`src/rtl/fpu_ss_pkg.sv`:
```
// Result payload type shared by the FPU subsystem and the coprocessor tile.
package fpu_ss_pkg;

  localparam int X_ID_WIDTH = 4;
  localparam int X_RFW_WIDTH = 32;

  // Coprocessor result payload as seen on the struct side of the XIF
  typedef struct packed {
    logic [X_ID_WIDTH-1:0]  id;
    logic [X_RFW_WIDTH-1:0] data;
    logic [4:0]             rd;
    logic [1:0]             we;
    logic                   exc;
    logic [5:0]             exccode;
  } x_result_t;

endpackage

```
`src/rtl/xif_conv_pkg.sv`:
```
// Shared arbitration types and sizing helpers for the XIF conversion blocks.
package xif_conv_pkg;

  typedef enum logic {ARB_RR, ARB_FIXED} arb_mode_e;

  // Width of an index into n channels; never narrower than one bit
  function automatic int idx_width(input int n);
    return (n > 1) ? $clog2(n) : 1;
  endfunction

endpackage

```
`src/rtl/xif_result_fifo.sv`:
```
// Small synchronous FIFO holding coprocessor results; head entry is read
// combinationally from registered storage (no fall-through).
module xif_result_fifo #(
  parameter int  DEPTH  = 2,
  parameter type data_t = logic
) (
  input  logic                         clk,
  input  logic                         rst,
  input  logic                         push,
  input  logic                         pop,
  input  data_t                        wdata,
  output data_t                        rdata,
  output logic [$clog2(DEPTH+1)-1:0]   count,
  output logic                         full,
  output logic                         empty
);

  localparam int PW = (DEPTH > 1) ? $clog2(DEPTH) : 1;
  localparam int CW = $clog2(DEPTH + 1);

  data_t          mem [DEPTH];
  logic [PW-1:0]  wr_ptr_reg;
  logic [PW-1:0]  rd_ptr_reg;
  logic [CW-1:0]  count_reg;

  // Pointer advance with wrap at DEPTH-1 (DEPTH need not be a power of two)
  function automatic logic [PW-1:0] bump(input logic [PW-1:0] p);
    return (p == PW'(DEPTH - 1)) ? '0 : p + 1'b1;
  endfunction

  // Storage is written only; it carries no reset so it can map onto RAM
  always_ff @(posedge clk) begin
    if (push) mem[wr_ptr_reg] <= wdata;
  end

  // Pointers and occupancy; simultaneous push and pop leave count unchanged
  always_ff @(posedge clk or posedge rst) begin
    if (rst) begin
      wr_ptr_reg <= '0;
      rd_ptr_reg <= '0;
      count_reg  <= '0;
    end else begin
      if (push) wr_ptr_reg <= bump(wr_ptr_reg);
      if (pop)  rd_ptr_reg <= bump(rd_ptr_reg);
      if (push && !pop)      count_reg <= count_reg + 1'b1;
      else if (!push && pop) count_reg <= count_reg - 1'b1;
    end
  end

  assign rdata = mem[rd_ptr_reg];
  assign count = count_reg;
  assign full  = (count_reg == CW'(DEPTH));
  assign empty = (count_reg == '0);

  a_no_push_full : assert property (@(posedge clk) disable iff (rst) !(push && full))
    else $error("xif_result_fifo: push into full fifo");
  a_no_pop_empty : assert property (@(posedge clk) disable iff (rst) !(pop && empty))
    else $error("xif_result_fifo: pop from empty fifo");

endmodule

```
`src/rtl/xif_result_arbiter.sv`:
```
// Merges N coprocessor result channels onto the single core result port.
// Each channel is buffered in its own FIFO; a round-robin or fixed-priority
// arbiter picks a non-empty FIFO and locks onto it while the core stalls.
module xif_result_arbiter
  import xif_conv_pkg::*;
#(
  parameter int        N_COPROC   = 2,
  parameter int        FIFO_DEPTH = 2,
  parameter arb_mode_e ARB_MODE   = ARB_RR,
  parameter type       result_t   = fpu_ss_pkg::x_result_t
) (
  input  logic                              clk_i,
  input  logic                              rst_i,
  input  logic    [N_COPROC-1:0]            x_result_valid_i,
  output logic    [N_COPROC-1:0]            x_result_ready_o,
  input  result_t [N_COPROC-1:0]            x_result_i,
  output logic                              x_result_valid_o,
  input  logic                              x_result_ready_i,
  output result_t                           x_result_o,
  output logic    [idx_width(N_COPROC)-1:0] grant_idx_o,
  output logic                              busy_o
);

  localparam int GW = idx_width(N_COPROC);
  localparam int CW = $clog2(FIFO_DEPTH + 1);

  logic [N_COPROC-1:0] push;
  logic [N_COPROC-1:0] pop;
  logic [N_COPROC-1:0] full;
  logic [N_COPROC-1:0] empty;
  logic [N_COPROC-1:0] req;
  logic [N_COPROC-1:0] occupied;
  result_t             head  [N_COPROC];
  logic [CW-1:0]       count [N_COPROC];

  logic [GW-1:0] cand;
  logic [GW-1:0] grant;
  logic [GW-1:0] rr_ptr_reg;
  logic [GW-1:0] lock_idx_reg;
  logic [GW-1:0] last_grant_reg;
  logic          lock_reg;
  logic          handshake;

  genvar gi;
  generate
    for (gi = 0; gi < N_COPROC; gi++) begin : g_chan
      // Ready depends on registered occupancy only, never on core ready
      assign x_result_ready_o[gi] = !full[gi];
      assign push[gi]             = x_result_valid_i[gi] && !full[gi];
      assign pop[gi]              = handshake && (grant == GW'(gi));
      assign req[gi]              = !empty[gi];
      assign occupied[gi]         = (count[gi] != '0);

      xif_result_fifo #(
        .DEPTH  (FIFO_DEPTH),
        .data_t (result_t)
      ) u_fifo (
        .clk   (clk_i),
        .rst   (rst_i),
        .push  (push[gi]),
        .pop   (pop[gi]),
        .wdata (x_result_i[gi]),
        .rdata (head[gi]),
        .count (count[gi]),
        .full  (full[gi]),
        .empty (empty[gi])
      );
    end
  endgenerate

  // Pick the next requester: first at/after rr pointer, or lowest index
  always_comb begin
    int   idx;
    logic found;
    cand  = '0;
    found = 1'b0;
    idx   = 0;
    for (int k = 0; k < N_COPROC; k++) begin
      if (ARB_MODE == ARB_RR) begin
        idx = int'(rr_ptr_reg) + k;
        if (idx >= N_COPROC) idx = idx - N_COPROC;
      end else begin
        idx = k;
      end
      if (!found && req[idx]) begin
        found = 1'b1;
        cand  = idx[GW-1:0];
      end
    end
  end

  // While the core stalls, the presented channel is frozen by the lock
  assign grant            = lock_reg ? lock_idx_reg : cand;
  assign x_result_valid_o = |req;
  assign handshake        = x_result_valid_o && x_result_ready_i;
  assign x_result_o       = x_result_valid_o ? head[grant] : '0;
  assign grant_idx_o      = x_result_valid_o ? grant : last_grant_reg;
  assign busy_o           = |occupied;

  // Arbiter state: rr pointer advances past the winner, lock holds a stalled grant
  always_ff @(posedge clk_i or posedge rst_i) begin
    if (rst_i) begin
      rr_ptr_reg     <= '0;
      lock_reg       <= 1'b0;
      lock_idx_reg   <= '0;
      last_grant_reg <= '0;
    end else begin
      if (x_result_valid_o) last_grant_reg <= grant;
      if (handshake) begin
        lock_reg <= 1'b0;
        if (ARB_MODE == ARB_RR)
          rr_ptr_reg <= (grant == GW'(N_COPROC - 1)) ? '0 : grant + 1'b1;
      end else if (x_result_valid_o) begin
        lock_reg     <= 1'b1;
        lock_idx_reg <= grant;
      end
    end
  end

  a_stable_stall : assert property (@(posedge clk_i) disable iff (rst_i)
    (x_result_valid_o && !x_result_ready_i) |=>
      (x_result_valid_o && $stable(x_result_o) && $stable(grant_idx_o)))
    else $error("xif_result_arbiter: output changed during stall");

endmodule

```
`config.mk`:
```
export PLATFORM = sky130hd
export DESIGN_NAME = xif_result_arbiter
export DESIGN_NICKNAME = d
export VERILOG_FILES = /design/src/rtl/fpu_ss_pkg.sv /design/src/rtl/xif_conv_pkg.sv /design/src/rtl/xif_result_fifo.sv /design/src/rtl/xif_result_arbiter.sv
export SDC_FILE = /design/constraint.sdc
export NUM_CORES = 1
export LEC_CHECK = 0
export ABC_AREA = 1
export CORE_MARGIN = 2
export CORE_UTILIZATION = 53
export DETAILED_ROUTE_END_ITERATION = 8
export PLACE_DENSITY_LB_ADDON = 0.1
export SYNTH_ARGS = -nofsm -noshare
export SYNTH_HDL_FRONTEND = slang
export SYNTH_SLANG_ARGS = --single-unit
```
`constraint.sdc`:
```
create_clock -name clk_i -period 3.93 [get_ports clk_i]
set_input_delay 0.393 -clock clk_i [delete_from_list [all_inputs] [get_ports clk_i]]
set_output_delay 0.393 -clock clk_i [all_outputs]
set_load 0.005 [all_outputs]
```
# Word level (Yosys, flattened, before mapping)
# Memories as Yosys holds them, arrays and structs flattened.
# Cells that the tools add are included.
[op_classes]
addsub = 12
mux = 32
eq_ne = 2
n_lt_le_gt_ge = 5
n_reduce_logical = 29
bitwise_logic = 3
[op_table]
columns = ["operator", "count"]
rows = [
  ["$mux 50", 4],
  ["$lt 32x3->1 const B", 2],
  ["$mux 32", 2],
  ["$mux 1", 22],
  ["$logic_and 1x1->1", 10],
  ["$reduce_bool 2->1", 5],
  ["$logic_not 1->1", 9],
  ["$mux 2", 4],
  ["$add 1x1->1 const B", 5],
  ["$add 2x1->2 const B", 2],
  ["$eq 2x2->1 const B", 2],
  ["$ge 2x2->1 const B", 2],
  ["$logic_not 2->1", 2],
  ["$reduce_or 2->1", 2],
  ["$sub 2x1->2 const B", 2],
  ["$sub 1x2->3 const B", 1],
  ["$sub 2x2->3 const B", 1],
  ["$add 1x1->2 const B", 1],
  ["$ge 1x2->1 const B", 1],
  ["$not 1->1", 2],
  ["$not 1->2", 1],
  ["$reduce_and 2->1", 1],
]
[word_totals]
out_inout_bits = 55
mem_count = 2
reg_bits = 12
wordCells = 95
ram_bits = 200
inputBits = 105
[memory_table]
columns = ["memory", "depth", "width", "read_ports", "rd_clocked_by_memory_dff", "write_ports", "line", "text"]
rows = [
  ["g_chan[0].u_fifo.mem", 2, 50, 1, 0, 1, "xif_result_fifo.sv:21", "data_t mem [DEPTH];"],
  ["g_chan[1].u_fifo.mem", 2, 50, 1, 0, 1, "xif_result_fifo.sv:21", ""],
]

# Longest topological paths before layout
[depth]
depth_word = 15
mapped_depth = 10
depth_no_buf = 9

# By module
# A second synthesis with hierarchy kept.
[unflattened]
cells_unflattened = 679
hier_area_um2 = 9609.2
[modules_own_cells]
columns = ["mod", "cells_per_inst", "instances", "area_each_um2", "seq_area_each_um2"]
rows = [
  ["xif_result_fifo", 182, 2, 4071.4, 3103.0],
  ["xif_result_arbiter", 315, 1, 1466.4, 100.1],
]

# Worst setup path before layout
# No wires, ideal clock.
[synth_timing]
kind = "flip-flop to flip-flop"
start = "register g_chan[0].u_fifo.count_reg[0]"
end = "memory g_chan[0].u_fifo.mem[1][0] in the netlist's numbering (enable)"
setup_time_ns = 0.459
path_buffers = 0
t_required_ns = 3.471
stages_incl_launch_ff = 5
t_arrival_ns = 2.744
slack_ns = 0.727
period_less_slack_ns = 3.203
path_cell_list = "dfrtp_1 > inv_1 > nand2_1 > nand2_1 > nor2_1"
[synth_via]
elab_chain_len = 5
[synth_lines]
columns = ["element", "line", "text"]
rows = [
  ["start, declared", "xif_result_fifo.sv:24", "logic [CW-1:0] count_reg;"],
  ["start signal, assigned", "xif_result_fifo.sv:45", "if (push && !pop) count_reg <= count_reg + 1'b1;"],
  ["start signal, assigned", "xif_result_fifo.sv:46", "else if (!push && pop) count_reg <= count_reg - 1'b1;"],
  ["$eq 2x2->1", "xif_result_fifo.sv:52", "assign full = (count_reg == CW'(DEPTH));"],
  ["$logic_not 1->1", "n/a", ""],
  ["via x_result_ready_o[0]", "xif_result_arbiter.sv:15", "output logic [N_COPROC-1:0] x_result_ready_o,"],
  ["$logic_and 1x1->1", "xif_result_arbiter.sv:49", "assign push[gi] = x_result_valid_i[gi] && !full[gi];"],
  ["$mux 1", "xif_result_fifo.sv:33", "if (push) mem[wr_ptr_reg] <= wdata;"],
  ["$mux 1 (implied by the code)", "xif_result_fifo.sv:33", ""],
  ["end, declared", "xif_result_fifo.sv:21", ""],
]
# The timed path passes the listed nets, and every way through them passes these cells.

==> reports/qor.yml <==
ys_top_cells_by_area: "edfxtp_1 67%, nand2_1 13%, dfrtp_1 3.3%"
r2r_slack_ps: 1240
synth_edf_count: 200
max_slew_margin_pct: 23.4
io_buffers: 159
first_global_vias: 6080
drt-total-wl_mm: 20.2
critPathCaptureType: "output pin"
cp-startpoint: "g_chan[1].u_fifo.count[0]"
finalCritPeriodShare_pct: 84.6
place_hpwl_mm: 12.4
netlist_area_mm2: 0.00899
r2r-end: "g_chan[0].u_fifo.count[1]"
post-route-util_pct: 68.7
p_sw_mw: 3.13
grt_usage_pct: 22.5
num_rows: 47
synth.most_common_cell: "nand2_1"
switching_share_pct: 34.5
grt_pass1_wl_mm: 31.7
drive_gt1_share_pct: 5.23
io_pins: 160
yosysTopAreaCell: "edfxtp_1"
vias_per_cell: 5.19
dominantRegCellSynth: "edfxtp_1"
rsz0062_at_grt: "false"
hold_viol: 0
core_area_mm2: 0.0166
hold_class: "input pin to asynchronous set/reset pin"
worstSetupStartpointType: "flop"
multi_input_area_mm2: 0.00241
p_int_mw: 5.95
synth_top_area_share_pct: 66.8
crit_path_end: "x_result_o[16]"
first_pass_iters: 5
num-nets-final: 1068
largest_register_ffs: 200
place_ws_ps: 1140
cts_tree: "built"
ant_nets: 0
wl_met2_mm: 9.91
place_congestion: 0.757
finClkSkew_ps: 20.2
p_leak_nw: 4.49
grt_max_degree: 105
drt-wirelength-per-cell_um: 16.9
peakVddDrop_uv: 564
synthesis.nets: 929
power.share.sequential_pct: 35.7
status: "finished, final reports clean"
drc_errors: 0
routed.top_layer: "met4"
fin_crit_ps: 3330
powerDensity_mw_per_mm2: 797
cts.sinks: 212
avgSynthCellArea_um2: 10.9
first_iter_violations: 402
cts_resized: 0
ys_types: 24
fp.dieW_um: 134
cts-root-buf: "clkbuf_16"
yosysWarningCount: 0
ys_seq_area_share_pct: 70.2
vias: 6215
maxCapViolations: 0
reg2regPathDepth: 8
holdBufCountCts: 0
critPathMaxFanout: 104
synth_seq_cells: 212
wl_met3_mm: 1.22
p_comb_share_pct: 43.4
nFillCells: 1267
post_cts_buffers: 0
synth_cells: 822
cts_buffers: 22
crit_type: "flop to output pin"
worst_slack_ps: 604
wl_met1_mm: 8.75
start_util_pct: 54.2
slew_violations: 0
clk_latency_ps: 500
die_area_mm2: 0.0180
r2r-start: "g_chan[1].u_fifo.count[0]"
antenna_found_initial: 1
pwr-share-clk_pct: 20.9
htreeDepth: 1
fp.dieH_um: 134
setup_viol: 0
area_growth_pct: 26.8
async_flop_share_pct: 5.66
cp.arrival_ps: 2930
regArea_mm2: 0.00631
overflow: 0
crit_required_ps: 3540
max_freq_mhz: 301
clk_pin_slew_ps: 60
clock_path_buffers: 3
worst_slew_pin_slew_ps: 1150
netlist_top_cells_count: "315 x nand2_1, 200 x edfxtp_1, 62 x nor2_1"
setup-tns-final_ps: 0
cell type report:
type                    instances  share of cell area [%]
flip-flops and latches        212                    55.4
multi-input cells             548                    21.2
repair buffers                166                    14.9
clock buffers                  31                    5.40
well taps                     220                    2.42
clock inverters                 8                   0.384
inverters                      11                   0.362
diodes                          1                  0.0220
per-layer routing:
metal  vias to the layer above  global-route usage, %
li1                       3038                      -
met1                      2961                   31.0
met2                       184                   38.1
met3                        32                   3.29
met4                         0                   5.44
met5                         -                      0
power by group through the flow:
stage | Clock [mW] | Combinational, mW | Sequential [mW]
floorplan | 0 | 2.20 | 3.28
global placement | 0 | 3.90 | 3.26
detailed placement | 0 | 3.96 | 3.29
CTS | 1.93 | 3.99 | 3.25
global route | 2.01 | 4.38 | 3.29
finish | 1.89 | 3.95 | 3.24
kinds of logic after synthesis:
group	share of synthesized area, %
XOR/XNOR	0.390
buffers and inverters	3.48
flip-flops	70.2
adder cells (fa/ha/maj)	0.278
AND/OR/NAND/NOR	22.5
AO/OA/AOI/OAI	3.24
cell usage in the layout, fill, tap and decap left out, types with 2 or more instances in the layout:
cell / netlist / final
o21ai_0: 3 / 3
dfrtp_1: 12 / 10
nand3_1: 53 / 53
buf_12: 0 / 4
dfrtp_2: 0 / 2
nor2_1: 62 / 58
clkdlybuf4s50_1: 0 / 159
and2_0: 15 / 15
nor2_4: 0 / 4
nand2_4: 0 / 2
and2_1: 35 / 35
clkbuf_16: 0 / 23
xnor2_1: 4 / 4
clkinvlp_4: 0 / 2
buf_4: 6 / 3
inv_2: 1 / 2
nor2_2: 2 / 2
a21oi_1: 53 / 53
ha_1: 2 / 2
clkbuf_1: 8 / 7
inv_1: 9 / 9
edfxtp_1: 200 / 200
nand2_1: 315 / 313
clkinv_2: 0 / 5
worst min-delay path by stage:
stage / to / slack [ps] / cells after the start
2_1_floorplan: g_chan[0].u_fifo.count[0] / 260 / 1
3_3_place_gp: g_chan[0].u_fifo.count[0] / 490 / 1
3_5_place_dp: g_chan[1].u_fifo.count[0] / 520 / 1
4_1_cts: g_chan[0].u_fifo.count[0] / 230 / 2
5_1_grt: g_chan[1].u_fifo.wr_ptr_reg / 270 / 2
6_report: g_chan[0].u_fifo.count[0] / 230 / 2
through the flow:
step           instance area [um2]  hold WS [ps]  instances  total power, mW
2_1_floorplan                 8990           258        822             5.47
3_3_place_gp                 10700           495       1157             7.17
3_5_place_dp                 10700           518       1157             7.25
4_1_cts                      11400           231       1196             9.16
5_1_grt                      11400           266       1196             9.69
6_report                     11400           228       1197             9.09
critical path, cell delays in order (launching register included):
cell and delay, ps:
dfrtp_1 410, nor2_2 200, nor2_2 70, nand2_4 810, a21oi_1 180, nor2_1 210, clkdlybuf4s50_1 520
(Power assumes the default switching activity.)
